==> config.mk <==
export PLATFORM = sky130hd
export DESIGN_NAME = ext_sram_dma
export DESIGN_NICKNAME = d
export VERILOG_FILES = /design/src/rtl/ext_sram_dma.sv
export SDC_FILE = /design/constraint.sdc
export NUM_CORES = 1
export LEC_CHECK = 0
export CORE_ASPECT_RATIO = 0.75
export CORE_MARGIN = 2
export CORE_UTILIZATION = 45
export DETAILED_ROUTE_END_ITERATION = 8
export HOLD_SLACK_MARGIN = 0.08
export PLACE_DENSITY_LB_ADDON = 0.1
export RECOVER_POWER = 100
export SLEW_MARGIN = 30
export SYNTH_ARGS = -nofsm -noshare
export SYNTH_HDL_FRONTEND = slang
export SYNTH_SLANG_ARGS = --single-unit
export TNS_END_PERCENT = 1
==> constraint.sdc <==
create_clock -name clk -period 17.4 [get_ports clk]
set_input_delay 1.74 -clock clk [delete_from_list [all_inputs] [get_ports clk]]
set_output_delay 1.74 -clock clk [all_outputs]
set_load 0.02 [all_outputs]
==> src/rtl/ext_sram_dma.sv <==
// rtl/ext_sram_dma.sv - block copier between external SRAM (R0/W0 valid/ready) and a local buffer
// One command at a time; every output is a register so the SRAM ports see glitch-free requests.
module ext_sram_dma #(
   parameter int EXT_AW = 26,
   parameter int LOC_AW = 10,
   parameter int DW     = 32
) (
   input  logic              clk,
   input  logic              rst,
   input  logic              cmd_valid,
   output logic              cmd_ready,
   input  logic              cmd_dir,
   input  logic [EXT_AW-1:0] cmd_ext_addr,
   input  logic [LOC_AW-1:0] cmd_loc_addr,
   input  logic [LOC_AW:0]   cmd_len,
   output logic              busy,
   output logic              done,
   output logic [EXT_AW-1:0] R0_addr,
   output logic              R0_valid,
   input  logic              R0_ready,
   input  logic [DW-1:0]     R0_data,
   output logic [EXT_AW-1:0] W0_addr,
   output logic [DW-1:0]     W0_data,
   output logic              W0_valid,
   input  logic              W0_ready,
   output logic [LOC_AW-1:0] loc_addr,
   output logic              loc_en,
   output logic              loc_wmode,
   output logic [DW-1:0]     loc_wdata,
   input  logic [DW-1:0]     loc_rdata
);

   typedef enum logic [2:0] {IDLE, LD_REQ, LD_WR, ST_RD, ST_CAP, ST_REQ, GAP, DONE} state_t;

   localparam logic [LOC_AW:0] MAX_LEN = {1'b1, {LOC_AW{1'b0}}};

   state_t            state;
   logic              dir;
   logic [EXT_AW-1:0] ext_ptr;
   logic [LOC_AW-1:0] loc_ptr;
   logic [LOC_AW:0]   remaining;
   logic              last;

   assign last = (remaining == (LOC_AW+1)'(1));

   always_ff @(posedge clk or posedge rst) begin
      if (rst) begin
         state     <= IDLE;
         dir       <= 1'b0;
         ext_ptr   <= '0;
         loc_ptr   <= '0;
         remaining <= '0;
         cmd_ready <= 1'b1;
         busy      <= 1'b0;
         done      <= 1'b0;
         R0_addr   <= '0;
         R0_valid  <= 1'b0;
         W0_addr   <= '0;
         W0_data   <= '0;
         W0_valid  <= 1'b0;
         loc_addr  <= '0;
         loc_en    <= 1'b0;
         loc_wmode <= 1'b0;
         loc_wdata <= '0;
      end else begin
         case (state)
            IDLE: begin
               done      <= 1'b0;
               cmd_ready <= 1'b1;
               if (cmd_valid && cmd_ready) begin
                  cmd_ready <= 1'b0;
                  busy      <= 1'b1;
                  dir       <= cmd_dir;
                  ext_ptr   <= cmd_ext_addr;
                  loc_ptr   <= cmd_loc_addr;
                  remaining <= (cmd_len > MAX_LEN) ? MAX_LEN : cmd_len;
                  if (cmd_len == '0) begin
                     state <= DONE;
                  end else if (!cmd_dir) begin
                     state    <= LD_REQ;
                     R0_valid <= 1'b1;
                     R0_addr  <= cmd_ext_addr;
                  end else begin
                     state     <= ST_RD;
                     loc_en    <= 1'b1;
                     loc_wmode <= 1'b0;
                     loc_addr  <= cmd_loc_addr;
                  end
               end
            end
            LD_REQ: begin
               // The fetched word is held in loc_wdata until the buffer write cycle.
               if (R0_valid && R0_ready) begin
                  R0_valid  <= 1'b0;
                  loc_en    <= 1'b1;
                  loc_wmode <= 1'b1;
                  loc_addr  <= loc_ptr;
                  loc_wdata <= R0_data;
                  state     <= LD_WR;
               end
            end
            LD_WR: begin
               loc_en    <= 1'b0;
               loc_wmode <= 1'b0;
               ext_ptr   <= ext_ptr + EXT_AW'(1);
               loc_ptr   <= loc_ptr + LOC_AW'(1);
               remaining <= remaining - (LOC_AW+1)'(1);
               state     <= last ? DONE : GAP;
            end
            ST_RD: begin
               loc_en <= 1'b0;
               state  <= ST_CAP;
            end
            ST_CAP: begin
               W0_data  <= loc_rdata;
               W0_addr  <= ext_ptr;
               W0_valid <= 1'b1;
               state    <= ST_REQ;
            end
            ST_REQ: begin
               if (W0_valid && W0_ready) begin
                  W0_valid  <= 1'b0;
                  ext_ptr   <= ext_ptr + EXT_AW'(1);
                  loc_ptr   <= loc_ptr + LOC_AW'(1);
                  remaining <= remaining - (LOC_AW+1)'(1);
                  state     <= last ? DONE : GAP;
               end
            end
            GAP: begin
               // Requests for the next word launch from here so valid rises with its address.
               if (dir) begin
                  state     <= ST_RD;
                  loc_en    <= 1'b1;
                  loc_wmode <= 1'b0;
                  loc_addr  <= loc_ptr;
               end else begin
                  state    <= LD_REQ;
                  R0_valid <= 1'b1;
                  R0_addr  <= ext_ptr;
               end
            end
            DONE: begin
               done  <= 1'b1;
               busy  <= 1'b0;
               state <= IDLE;
            end
            default: state <= IDLE;
         endcase
      end
   end

endmodule

; ---- Word-level counts from Yosys, hierarchy flattened
; Index checks and enable logic that the tools add are counted.
[totals]
regBits = 184
inputBits = 117
output_inout_bits = 133
[classes]
add_sub_neg = 3
order_cmp = 1
n_eq_ne = 16
n_mux = 52
n_reduce_logical = 24
[op_table]
columns = cell, n
row1 = $mux W26, 6
row2 = $pmux W26 S3, 1
row3 = $mux W10, 7
row4 = $pmux W10 S3, 2
row5 = $pmux W26 S2, 1
row6 = $mux W11, 3
row7 = $pmux W11 S3, 1
row8 = $add A26 B1 Y26 const B, 1
row9 = $pmux W3 S8, 1
row10 = $reduce_and A6 Y1, 4
row11 = $mux W1, 18
row12 = $ne A2 B2 Y1 const B, 8
row13 = $eq A3 B3 Y1 const B, 4
row14 = $mux W3, 4
row15 = $eq A11 B1 Y1 const B, 1
row16 = $gt A11 B11 Y1 const B, 1
row17 = $logic_not A11 Y1, 1
row18 = $sub A11 B1 Y11 const B, 1
row19 = $add A10 B1 Y10 const B, 1
row20 = $pmux W1 S4, 2
row21 = $reduce_and A2 Y1, 4
row22 = $reduce_bool A4 Y1, 2
row23 = $eq A3 B2 Y1 const B, 2
row24 = $pmux W1 S2, 3
row25 = other kinds (10), 17

; ---- Longest topological paths before layout
[logic_depth]
depth_word = 4
ltp_mapped = 8

; ---- Worst setup path before layout
; No wires, ideal clock.
[synth_timing]
kind = in2reg
start = input port cmd_len[5]
end = register R0_addr[14]
setup_ps = 72
arrival_ps = 3107
path_slack_ps = 14220
path_stages = 7
path_buffers = 2
cell_sequence = or4_1 nor3_4 or3_1 buf_4 buf_6 o22ai_1 nor2_1
[synth_between]
elab_chain_len = 3
[synth_lines]
columns = element, line
row1 = "start, declared", 15  ; input logic [LOC_AW:0] cmd_len,
row2 = $logic_not A11 Y1, 77  ; if (cmd_len == '0) begin
row3 = $ne A2 B2 Y1 (no line), n/a
row4 = $reduce_and A5 Y1 (no line), n/a
row5 = "end signal, assigned", 82  ; R0_addr <= cmd_ext_addr;
row6 = "end signal, assigned", 139  ; R0_addr <= ext_ptr;
row7 = "end, declared", 18  ; output logic [EXT_AW-1:0] R0_addr,
; No other way between the ends.
; A chain may end at the register's enable or synchronous reset.

==> results.md <==
- Area growth syn-to-layout: 36.8%
- Most instantiated library cell after synthesis: dfrtp_1
- Synth top area share: 53.0%
- Post-synth top area cell: dfrtp_1
- Synthesized area: about 8600 um2
- CP cell instances: dlygate4sd3_1 > clkinvlp_2 > clkbuf_1
- Number of antenna violations at the first check in global routing: 0
- Worst slew pin tran: 5.59 ns
- DP Worst Slack: 13.18 ns
- Post-route setup slack: 9.58 ns
- Yosys reg bits: 184
- Synth unique cells: 63
- Clock root cell: clkbuf_16
- Sink Count: approximately 180
- DIE AREA: 20,300 um2
- CTS tree: yes
- Final setup fails: 0
- Crit Path Class: input port to async pin
- Layout Nets: 1,145
- Commonest cells post-synth: dfrtp_1, mux2_2, nor2_1
- Crit-path leading delay family: buffers and inverters
- Pleak: 5.66 nW
- Num CTS Buffers: 17
- Hold-fix buffer count after cts: 0
- Die Wd: 164 um
- DRT Wirelength: roughly 23,000 um
- H-tree depth: 4
- Row Count: 43
- Die H: roughly 120 um
- Hold path startpoint: loc_wdata[31]
- Vias in the first global route: 6,769
- DP HPWL: between 15,000 and 20,000 um
- Ports: 250
- CP arrival: 7.71 ns
- Initial DRC Count: 641
- PortBufs: 249
- DRC violations left: 0
- PostCTS Resize Cnt: 0
- GR Overflow Total: 0
- Crit path largest cell delay: 3.08 ns
- DR pass1 iterations: 5
- Layout cell share with drive strength beyond 1: about 14%
- Layout Skew: 0.0116 ns
- Overall Global Routing Usage: 22.9%
- First-pass GRT wire length: 36,300 um
- Yosys warns: 0
- RSZ-0062 raised after global routing: false
- Status: finished, violations left
- Pin count of the biggest net entering global routing: 129
- Clock latency on the worst-skew pair: 0.43 ns
- Tcrit/Tclk final: approximately 45%
- Routed vias/inst: 5.58
- Synth top area cells: dfrtp_1, mux2_2, a21oi_1
- Relative slew margins: -275%
- Worst min-delay path category: register to register
- CP required: about 17 ns
- Setup crit end kind: async pin
- Worst r2r src: state[2]
- Failing checks: capacitance limit, slew limit
- Mapped Cells: 800
- Post-DRT Antenna Nets: 0
- Sequential share of the synthesized area: 53.3%
- Fin crit period: a little under 8 ns
- Syn avg cell area: ~11 um2
- Starting Density: 46.3%
- Slowest CP cell: clkinvlp_2
- N_diodes: 0
- Crit. Startpoint: rst
- CTS max path bufs: 2
- Post-CTS Setup Repair Bufs: 0
- Ys flop type: dfrtp_1
- Ys async rst share: 100%
- Max-cap violations: 4
- Post-synth EDFFs: 0
- Avg WL per Cell: 18.1 um
- Fmax achieved: 0.128 GHz
- CP Launch Type: input port
- CP Max Fanout: approximately 130
- Pwr dens: 72.9 nW/um2
- Worst-path clk slew: 0.08 ns
- Final GP Congestion: ~0.87
- Buf/Inv on CP: 3
- Core area: 18,700 um2
- Pins Over Slew Limit: roughly 240
- Final hold vios: 0
- Max VDD drop: 0.0609 mV
- Vias: slightly above 7,000
- Post-Route Setup TNS: 0 ns
- Synthesized Nets: between 900 and 1,000
## stage by stage
stage | instance area, um2 | utilization (%) | std cells | total power [mW] | hold slack (ns)
after global placement | 11300 | 60.4 | 1248 | 0.476 | 0.470
after global routing | 11800 | 63.3 | 1284 | 0.889 | 0.512
after CTS | 11900 | 63.6 | 1281 | 0.869 | 0.492
after detailed placement | 11300 | 60.5 | 1249 | 0.476 | 0.474
final | 11800 | 63.3 | 1284 | 0.861 | 0.487
after floorplan | 8640 | - | 800 | 0.444 | 0.472
## routing by layer
layer / routed length, um / share of wire [%] / track usage [%] / vias up
met5: 0 / 0 / 0 / -
met4: 211 / 0.91 / 5.10 / 0
met3: 1730 / 7.5 / 6.03 / 17
met2: 9990 / 43 / 33.1 / 260
met1: 11300 / 49 / 34.6 / 3478
li1: - / - / - / 3413
## final timing paths
kind	end	slack, ns	cells after the start
hold / removal	loc_wdata[31]	0.49	1
setup / recovery	loc_ptr[4]	9.58	3
min in group asynchronous	W0_data[29]	3.48	2
max in group clk	W0_addr[1]	12.40	5
hold reg to reg	loc_wdata[31]	0.49	1
setup reg to reg	W0_addr[1]	12.40	5
## final cells by class
class | count | area, um2
clock buffer | 18 | 439
clock inverter | 14 | 156
fill | 1550 | 6850
inverter | 11 | 42.5
multi-input combinational | 548 | 3690
sequential | 184 | 4610
tap | 247 | 309
timing repair buffer | 262 | 2570
## logic make-up (layout without fill, tap and decap cells)
kind of cell / Yosys count / in the layout / synth area share (%)
AOI/OAI and AO/OA: 213 / 213 / 15.6
adders and majority gates: 4 / 4 / 0.579
buffers and inverters: 68 / 305 / 3.72
DFF: 184 / 184 / 53.3
muxes: 101 / 101 / 13.0
and+or+nand+nor: 230 / 230 / 13.8
## registers in the layout (all words and copies together), names as in the netlist
signal / count
R0_addr: 26
R0_valid: 1
W0_addr: 26
W0_data: 32
W0_valid: 1
busy: 1
cmd_ready: 1
dir: 1
done: 1
ext_ptr: 26
loc_addr: 10
loc_en: 1
loc_ptr: 10
loc_wdata: 32
loc_wmode: 1
remaining: 11
state: 3
## report_power, final
part,switching (mW),total [mW],internal (mW)
logic,0.0154,0.0388,0.0234
registers,0,0.428,0.428
clock network,0.186,0.395,0.209
total,0.201,0.861,0.660
## layout by cell type (no fill, tap or decap), drive strengths merged, types with 5 or more instances in the layout
cell	n
a22oi	5
a31oi	15
a21oi	63
nand4	6
inv	18
nor2b	6
a311oi	7
or3	7
mux2i	10
o21ai	40
nand2	46
clkbuf	26
mux2	91
or4	6
a2bb2oi	6
nand3	21
a41oi	5
nor3	38
o22ai	35
o22a	6
dlygate4sd3	137
buf	5
and3	8
dfrtp	183
nor2	72
clkdlybuf4s50	112
(Power assumes the default switching activity.)
